`src/rtl/sala_de_controle_pkg.sv`:
```
// ============================================================================
// sala_de_controle_pkg : shared widths, default limits and cause bit indices
// Revision: 1.0
// ============================================================================
`default_nettype none

package sala_de_controle_pkg;

  localparam int unsigned TEMP_W  = 8;
  localparam int unsigned PRESS_W = 4;
  localparam int unsigned RAD_W   = 12;
  localparam int unsigned CNT_W   = 8;

  localparam int unsigned TEMP_LIMIT_DEF  = 40;
  localparam int unsigned PRESS_LIMIT_DEF = 12;
  localparam int unsigned RAD_LIMIT_DEF   = 2000;

  localparam int unsigned CAUSA_TEMP  = 0;
  localparam int unsigned CAUSA_PRESS = 1;
  localparam int unsigned CAUSA_RAD   = 2;
  localparam int unsigned CAUSA_W     = 3;

  typedef logic [CAUSA_W-1:0] causa_t;

endpackage

`default_nettype wire

```
`src/rtl/sala_de_controle_limite_sensor.sv`:
```
// ============================================================================
// limite_sensor : unsigned strict over-limit comparator for one sensor reading
// Revision: 1.0
// ============================================================================
`default_nettype none

module limite_sensor #(
  parameter int unsigned WIDTH = 8,
  parameter int unsigned LIMIT = 40
) (
  input  logic [WIDTH-1:0] value,
  output logic             over
);

  // Compare at 33 bits so a LIMIT wider than the reading can never truncate.
  logic [32:0] value_ext;
  logic [32:0] limit_ext;

  assign value_ext = {{(33-WIDTH){1'b0}}, value};
  assign limit_ext = {1'b0, LIMIT};
  assign over      = value_ext > limit_ext;

endmodule

`default_nettype wire

```
`src/rtl/sala_de_controle.sv`:
```
// ============================================================================
// sala_de_controle : control-room alarm with live/sticky causes and event count
// Revision: 1.0
// ============================================================================
`default_nettype none

module sala_de_controle
  import sala_de_controle_pkg::*;
#(
  parameter int unsigned TEMP_LIMIT  = TEMP_LIMIT_DEF,
  parameter int unsigned PRESS_LIMIT = PRESS_LIMIT_DEF,
  parameter int unsigned RAD_LIMIT   = RAD_LIMIT_DEF,
  parameter int unsigned CNT_W       = sala_de_controle_pkg::CNT_W
) (
  input  logic               clk,
  input  logic               rst_n,
  input  logic [TEMP_W-1:0]  temp,
  input  logic [PRESS_W-1:0] pressao,
  input  logic [RAD_W-1:0]   radiacao,
  input  logic               ack,
  output logic               alarmeSonoroSC,
  output causa_t             causa,
  output causa_t             causa_latched,
  output logic [CNT_W-1:0]   alarm_count
);

  limite_sensor #(.WIDTH(TEMP_W), .LIMIT(TEMP_LIMIT)) u_lim_temp (
    .value (temp),
    .over  (causa[CAUSA_TEMP])
  );

  limite_sensor #(.WIDTH(PRESS_W), .LIMIT(PRESS_LIMIT)) u_lim_press (
    .value (pressao),
    .over  (causa[CAUSA_PRESS])
  );

  limite_sensor #(.WIDTH(RAD_W), .LIMIT(RAD_LIMIT)) u_lim_rad (
    .value (radiacao),
    .over  (causa[CAUSA_RAD])
  );

  assign alarmeSonoroSC = |causa;

  causa_t           causa_latched_q, causa_latched_d;
  logic             alarm_q, alarm_d;
  logic [CNT_W-1:0] alarm_count_q, alarm_count_d;

  always_comb begin
    // A live cause re-sets its bit even while ack clears the rest.
    causa_latched_d = (ack ? '0 : causa_latched_q) | causa;
    alarm_d         = alarmeSonoroSC;
    alarm_count_d   = alarm_count_q;
    if (alarmeSonoroSC && !alarm_q && (alarm_count_q != '1)) begin
      alarm_count_d = alarm_count_q + 1'b1;
    end
  end

  always_ff @(posedge clk or negedge rst_n) begin
    if (!rst_n) begin
      causa_latched_q <= '0;
      alarm_q         <= 1'b0;
      alarm_count_q   <= '0;
    end else begin
      causa_latched_q <= causa_latched_d;
      alarm_q         <= alarm_d;
      alarm_count_q   <= alarm_count_d;
    end
  end

  assign causa_latched = causa_latched_q;
  assign alarm_count   = alarm_count_q;

endmodule

`default_nettype wire

```
`config.mk`:
```
export PLATFORM = sky130hd
export DESIGN_NAME = sala_de_controle
export DESIGN_NICKNAME = d
export VERILOG_FILES = /design/src/rtl/sala_de_controle_pkg.sv /design/src/rtl/sala_de_controle_limite_sensor.sv /design/src/rtl/sala_de_controle.sv
export SDC_FILE = /design/constraint.sdc
export NUM_CORES = 1
export LEC_CHECK = 0
export CORE_UTILIZATION = 34
export CTS_CLUSTER_DIAMETER = 200
export DETAILED_ROUTE_END_ITERATION = 7
export GPL_ROUTABILITY_DRIVEN = 1
export GPL_TIMING_DRIVEN = 0
export MAX_ROUTING_LAYER = met4
export PLACE_DENSITY = 0.75
export SLEW_MARGIN = 20
export SYNTH_ARGS = -nofsm -noshare
export SYNTH_HDL_FRONTEND = slang
export SYNTH_SLANG_ARGS = --single-unit
```
`constraint.sdc`:
```
create_clock -name clk -period 1.65 [get_ports clk]
set_input_delay 0.33 -clock clk [delete_from_list [all_inputs] [get_ports clk]]
set_output_delay 0.33 -clock clk [all_outputs]
set_load 0.01 [all_outputs]
```
# Word level (Yosys, flattened, before mapping)
# Index checks and enable logic that the tools add are counted.
dict set report word_totals {
  elab_cells 14
  in_bits 27
  reg_bits 12
  output_inout_bits 15
}
dict set report classes {
  n_lt_le_gt_ge 3
  mux 1
  addsub 1
  n_eq_ne 1
  reduce_logical 4
  bitwise 1
}
# cell count
set op_table {}
lappend op_table {{$gt 12x11->1 const B} 1}
lappend op_table {{$add 8x1->8 const B} 1}
lappend op_table {{$gt 8x6->1 const B} 1}
lappend op_table {{$ne 8x8->1 const B} 1}
lappend op_table {{$gt 4x4->1 const B} 1}
lappend op_table {{$mux 3} 1}
lappend op_table {{$or 3x3->3} 1}
lappend op_table {{$reduce_or 3->1} 1}
lappend op_table {{$logic_and 1x1->1} 2}
lappend op_table {{$logic_not 1->1} 1}

# Logic depth before layout (Yosys ltp)
dict set report logic_depth {
  depth_word 4
  ltp_mapped 5
}

# Modules after synthesis
# A second synthesis with hierarchy kept.
dict set report hier_totals {
  cells_unflattened 57
  area_unflattened_um2 624.3
}
# mod cells_each area_per_inst_um2 n_inst
set by_module_without_submodules {}
lappend by_module_without_submodules {sala_de_controle 46 545.5 1}
lappend by_module_without_submodules {{limite_sensor at u_lim_rad} 6 42.5 1}
lappend by_module_without_submodules {{limite_sensor at u_lim_temp} 4 26.3 1}
lappend by_module_without_submodules {{limite_sensor at u_lim_press} 1 10.0 1}

# Worst setup path after synthesis
# OpenSTA, ideal clock, no wires.
dict set report synth_timing {
  path_kind {in2out}
  start {in radiacao[0]}
  end {out alarmeSonoroSC}
  path_slack_ns -0.102
  arrival_time_ns 1.422
  stages 5
  t_required_ns 1.320
  path_cell_list {o41a_1 o2111ai_4 and3_1 buf_4 inv_1}
}
dict set report synth_between {
  elab_chain_len 2
}
# item line_no
set synth_rtl {}
lappend synth_rtl {{from (decl)} sala_de_controle.sv:19} ;# input logic [RAD_W-1:0] radiacao,
lappend synth_rtl {{$gt 12x11->1} sala_de_controle_limite_sensor.sv:21} ;# assign over = value_ext > limit_ext;
lappend synth_rtl {{$reduce_or 3->1} sala_de_controle.sv:42} ;# assign alarmeSonoroSC = |causa;
lappend synth_rtl {{to (decl)} sala_de_controle.sv:21} ;# output logic alarmeSonoroSC,
# No other way between the ends.

# Worst setup path after layout
dict set report layout_timing {
  start {in temp[0]}
  end {out alarmeSonoroSC}
}
dict set report layout_between {
  elab_chain_len 2
}
# item line_no
set layout_rtl {}
lappend layout_rtl {{from (decl)} sala_de_controle.sv:17} ;# input logic [TEMP_W-1:0] temp,
lappend layout_rtl {{$gt 8x6->1} sala_de_controle_limite_sensor.sv:21}
lappend layout_rtl {{$reduce_or 3->1} sala_de_controle.sv:42}
# No other way between the ends.

==> out/summary.txt <==
worst clock skew: 0.00648 ns
failing checks: negative setup slack
CP dominant cell by count: buf_6
placed cell count: 142
Leakage Power: 0.599 nW
WHS: 0.398 ns
crit path capture type: primary output
worst-skew pair later-pin latency: 0.28 ns
outcome: finished with violations
worst setup margin: -0.182 ns
Power Density: 1030 nW/um^2
multi-input combinational cell area: 488 um^2
met1 Use GR: 26.9%
num rows: 16
worst-margin pin slew: 0.593 ns
FFs w/ async S/R, synth: 100%
final std cells w/o fill: 157
Comb power frac: 46.8%
switching share of total power: 38.7%
Clock Pin Slew Worst Setup and Hold Paths: 0.08 ns
initial antenna violation count: 0
number of enable flip-flop cells after synthesis: 0
sequential fraction of the synthesis area: 40.1%
P_sw: 0.564 mW
die width: 49.0 um
DRT Wirelength: 2.80 mm
CTS tree: yes
Synth Flop Type: dfrtp_1
DR vias: 899
M2 GR Usage: 35.0%
Hold Buf Count CTS: 0
unrepaired setup endpoints after global routing: true
root buffer cell: clkbuf_4
Tot GR Track Use: 22.5%
pin count of the biggest net entering global routing: 13
die area: 2400 um^2
Max Clk Rate: 0.546 GHz
Yosys top cell area share: 40.1%
vias in the first global route: 835
CP Data Arrival Time: 1.50 ns
global-route wire length before repair: 3.91 mm
Antenna Nets Post-Route: 0
worst path required time: 1.32 ns
CP max stage cell: o311a_1
initial DRC count: 32
met3 Usage GRT: 5.92%
GPL Wtd Cong: 0.839
Wirelength per Cell: 17.9 um
nets@finish: 159
crit path launch type: primary input
Yosys reg bits: 12
vias per cell: 5.73
drt pass-1 iters: 4
n_diodes: 0
Die Y-Extent: 49.0 um
sequential cell area: 305 um^2
synth unique cells: 36
Synth area leaders: dfrtp_1 40%, a311oi_1 4.7%, buf_4 4.0%
clock network fraction of total power: 16.7%
Fill cells: 146
maximum vdd drop: 0.791 mV
Initial Utilization: 37.1%
Final Critical Period: 1.83 ns
# IOs: 42
port bufs: 41
synthesized netlist cell count: 74
final setup violating endpoints: 2
H-tree depth: 1
final HPWL from detailed placement: 1.63 mm
fraction of layout cells with a size suffix above 1: 40.0%
Most Crowded Layer GR: met2
share of power burned in registers: 36.5%
Ys Warns: 0
critical-path cell list: clkbuf_2 -> o311a_1 -> buf_6 -> nor3_4 -> and3_4 -> inv_2 -> buf_6
hold crit path type: primary input to asynchronous set/reset pin
fin crit share: 111%
Final Max Tran Viols: 0
Area Growth Syn to Fin: 88.8%
clock buffer count from CTS: 3
area of the core: 2020 um^2
clk sinks: 12
DRC Markers: 0
Max-cap violations: 0
reg2reg setup slack: 0.04 ns
Max-slew headroom: 60.5%
clock buffer depth: 2
Setup Crit Path Kind: primary input to primary output
total grt overflow: 0
worst-path maximum fanout: 2
Syn Area/Cell: 10.1 um^2
Crit path largest cell delay: 0.38 ns
mapped cell area: 749 um^2
dominant cell type by area after synthesis: dfrtp_1
Power Internal: 0.895 mW
syn_nets: 102
final hold vios: 0
flip-flops by register name, indices dropped and copies added (netlist names):
name           count
causa_latched      3
alarm_q            1
alarm_count        8
worst max-delay path: cells and delay by family:
kind | cells | cell delay, ns
simple gates | 2 | 0.43
compound gates | 1 | 0.38
buf+inv | 4 | 0.37
kinds of logic (layout without fill, tap and decap cells):
group | after synthesis | count (layout) | synth area share, %
AOI/OAI and AO/OA | 26 | 26 | 30.9
buffers and inverters | 12 | 68 | 8.01
DFF | 12 | 12 | 40.1
adders and majority gates | 1 | 1 | 1.67
xor gates and xnor gates | 3 | 3 | 3.51
and+or+nand+nor | 20 | 20 | 15.9
layout make-up:
| type | instances | share of cell area (%) |
|---|---|---|
| clock buffer | 4 | 2.56 |
| multi-input combinational | 50 | 34.5 |
| tap | 27 | 2.39 |
| sequential | 12 | 21.6 |
| timing repair buffer | 55 | 36.2 |
| buffer | 2 | 0.796 |
| inverter | 7 | 2.03 |
cells in the final DEF (no fill, tap or decap), types with 4 or more instances in the layout:
cell type	instances
dlymetal6s2s_1	4
buf_4	11
inv_1	5
dlygate4sd2_1	9
clkdlybuf4s50_1	15
buf_6	10
dfrtp_1	8
dfrtp_2	4
per-layer routing:
metal / wire length (um) / share of wire, % / vias up
li1: - / - / 408
met1: 1110 / 40 / 439
met2: 1450 / 52 / 45
met3: 185 / 6.6 / 7
met4: 57 / 2.0 / 0
met5: 0 / 0 / -
synthesized netlist by cell type, types with 2 or more instances:
library cell,count
a21o_1,3
a311oi_1,4
a31oi_1,2
and3_1,3
buf_4,4
dfrtp_1,12
inv_1,6
nand2_1,3
nand3_1,2
nand4_1,3
o21ai_0,2
o41ai_1,2
or2_2,2
or3_1,3
xor2_1,2
metrics by stage:
step | setup TNS (ns) | cell area [um^2] | power (mW) | setup slack (ns) | utilization (%)
finish | -0.296 | 1420 | 1.46 | -0.182 | 70.0
global route | -0.450 | 1420 | 1.53 | -0.220 | 70.0
CTS | -0.313 | 1300 | 1.33 | -0.188 | 64.4
detailed placement | -7.97 | 1190 | 1.07 | -1.16 | 59.0
global placement | -7.50 | 1190 | 1.05 | -1.12 | 59.0
floorplan | -0.102 | 749 | 0.745 | -0.102 | -
power groups by stage:
stage	combinational, mW	sequential (mW)	clock [mW]
floorplan	0.228	0.518	0
global placement	0.558	0.496	0
detailed placement	0.567	0.501	0
CTS	0.581	0.498	0.247
global route	0.721	0.546	0.268
finish	0.682	0.533	0.244
repair_timing:
item,in CTS,in global routing
cloned,0,0
gates resized for setup,66,24
setup buffers,9,5
setup endpoints to repair,15,12
pin swaps,9,12
path summary, 6_finish.rpt:
path / cells after the start / from / to
setup reg to reg: 5 / alarm_count[0] / alarm_count[2]
max in group asynchronous: 1 / rst_n / alarm_count[0]
hold reg to reg: 1 / causa_latched[2] / causa_latched[2]
setup / recovery: 7 / temp[0] / alarmeSonoroSC
min in group clk: 1 / causa_latched[2] / causa_latched[2]
hold / removal: 1 / rst_n / alarm_count[6]
Power figures use the tool's default switching activity.
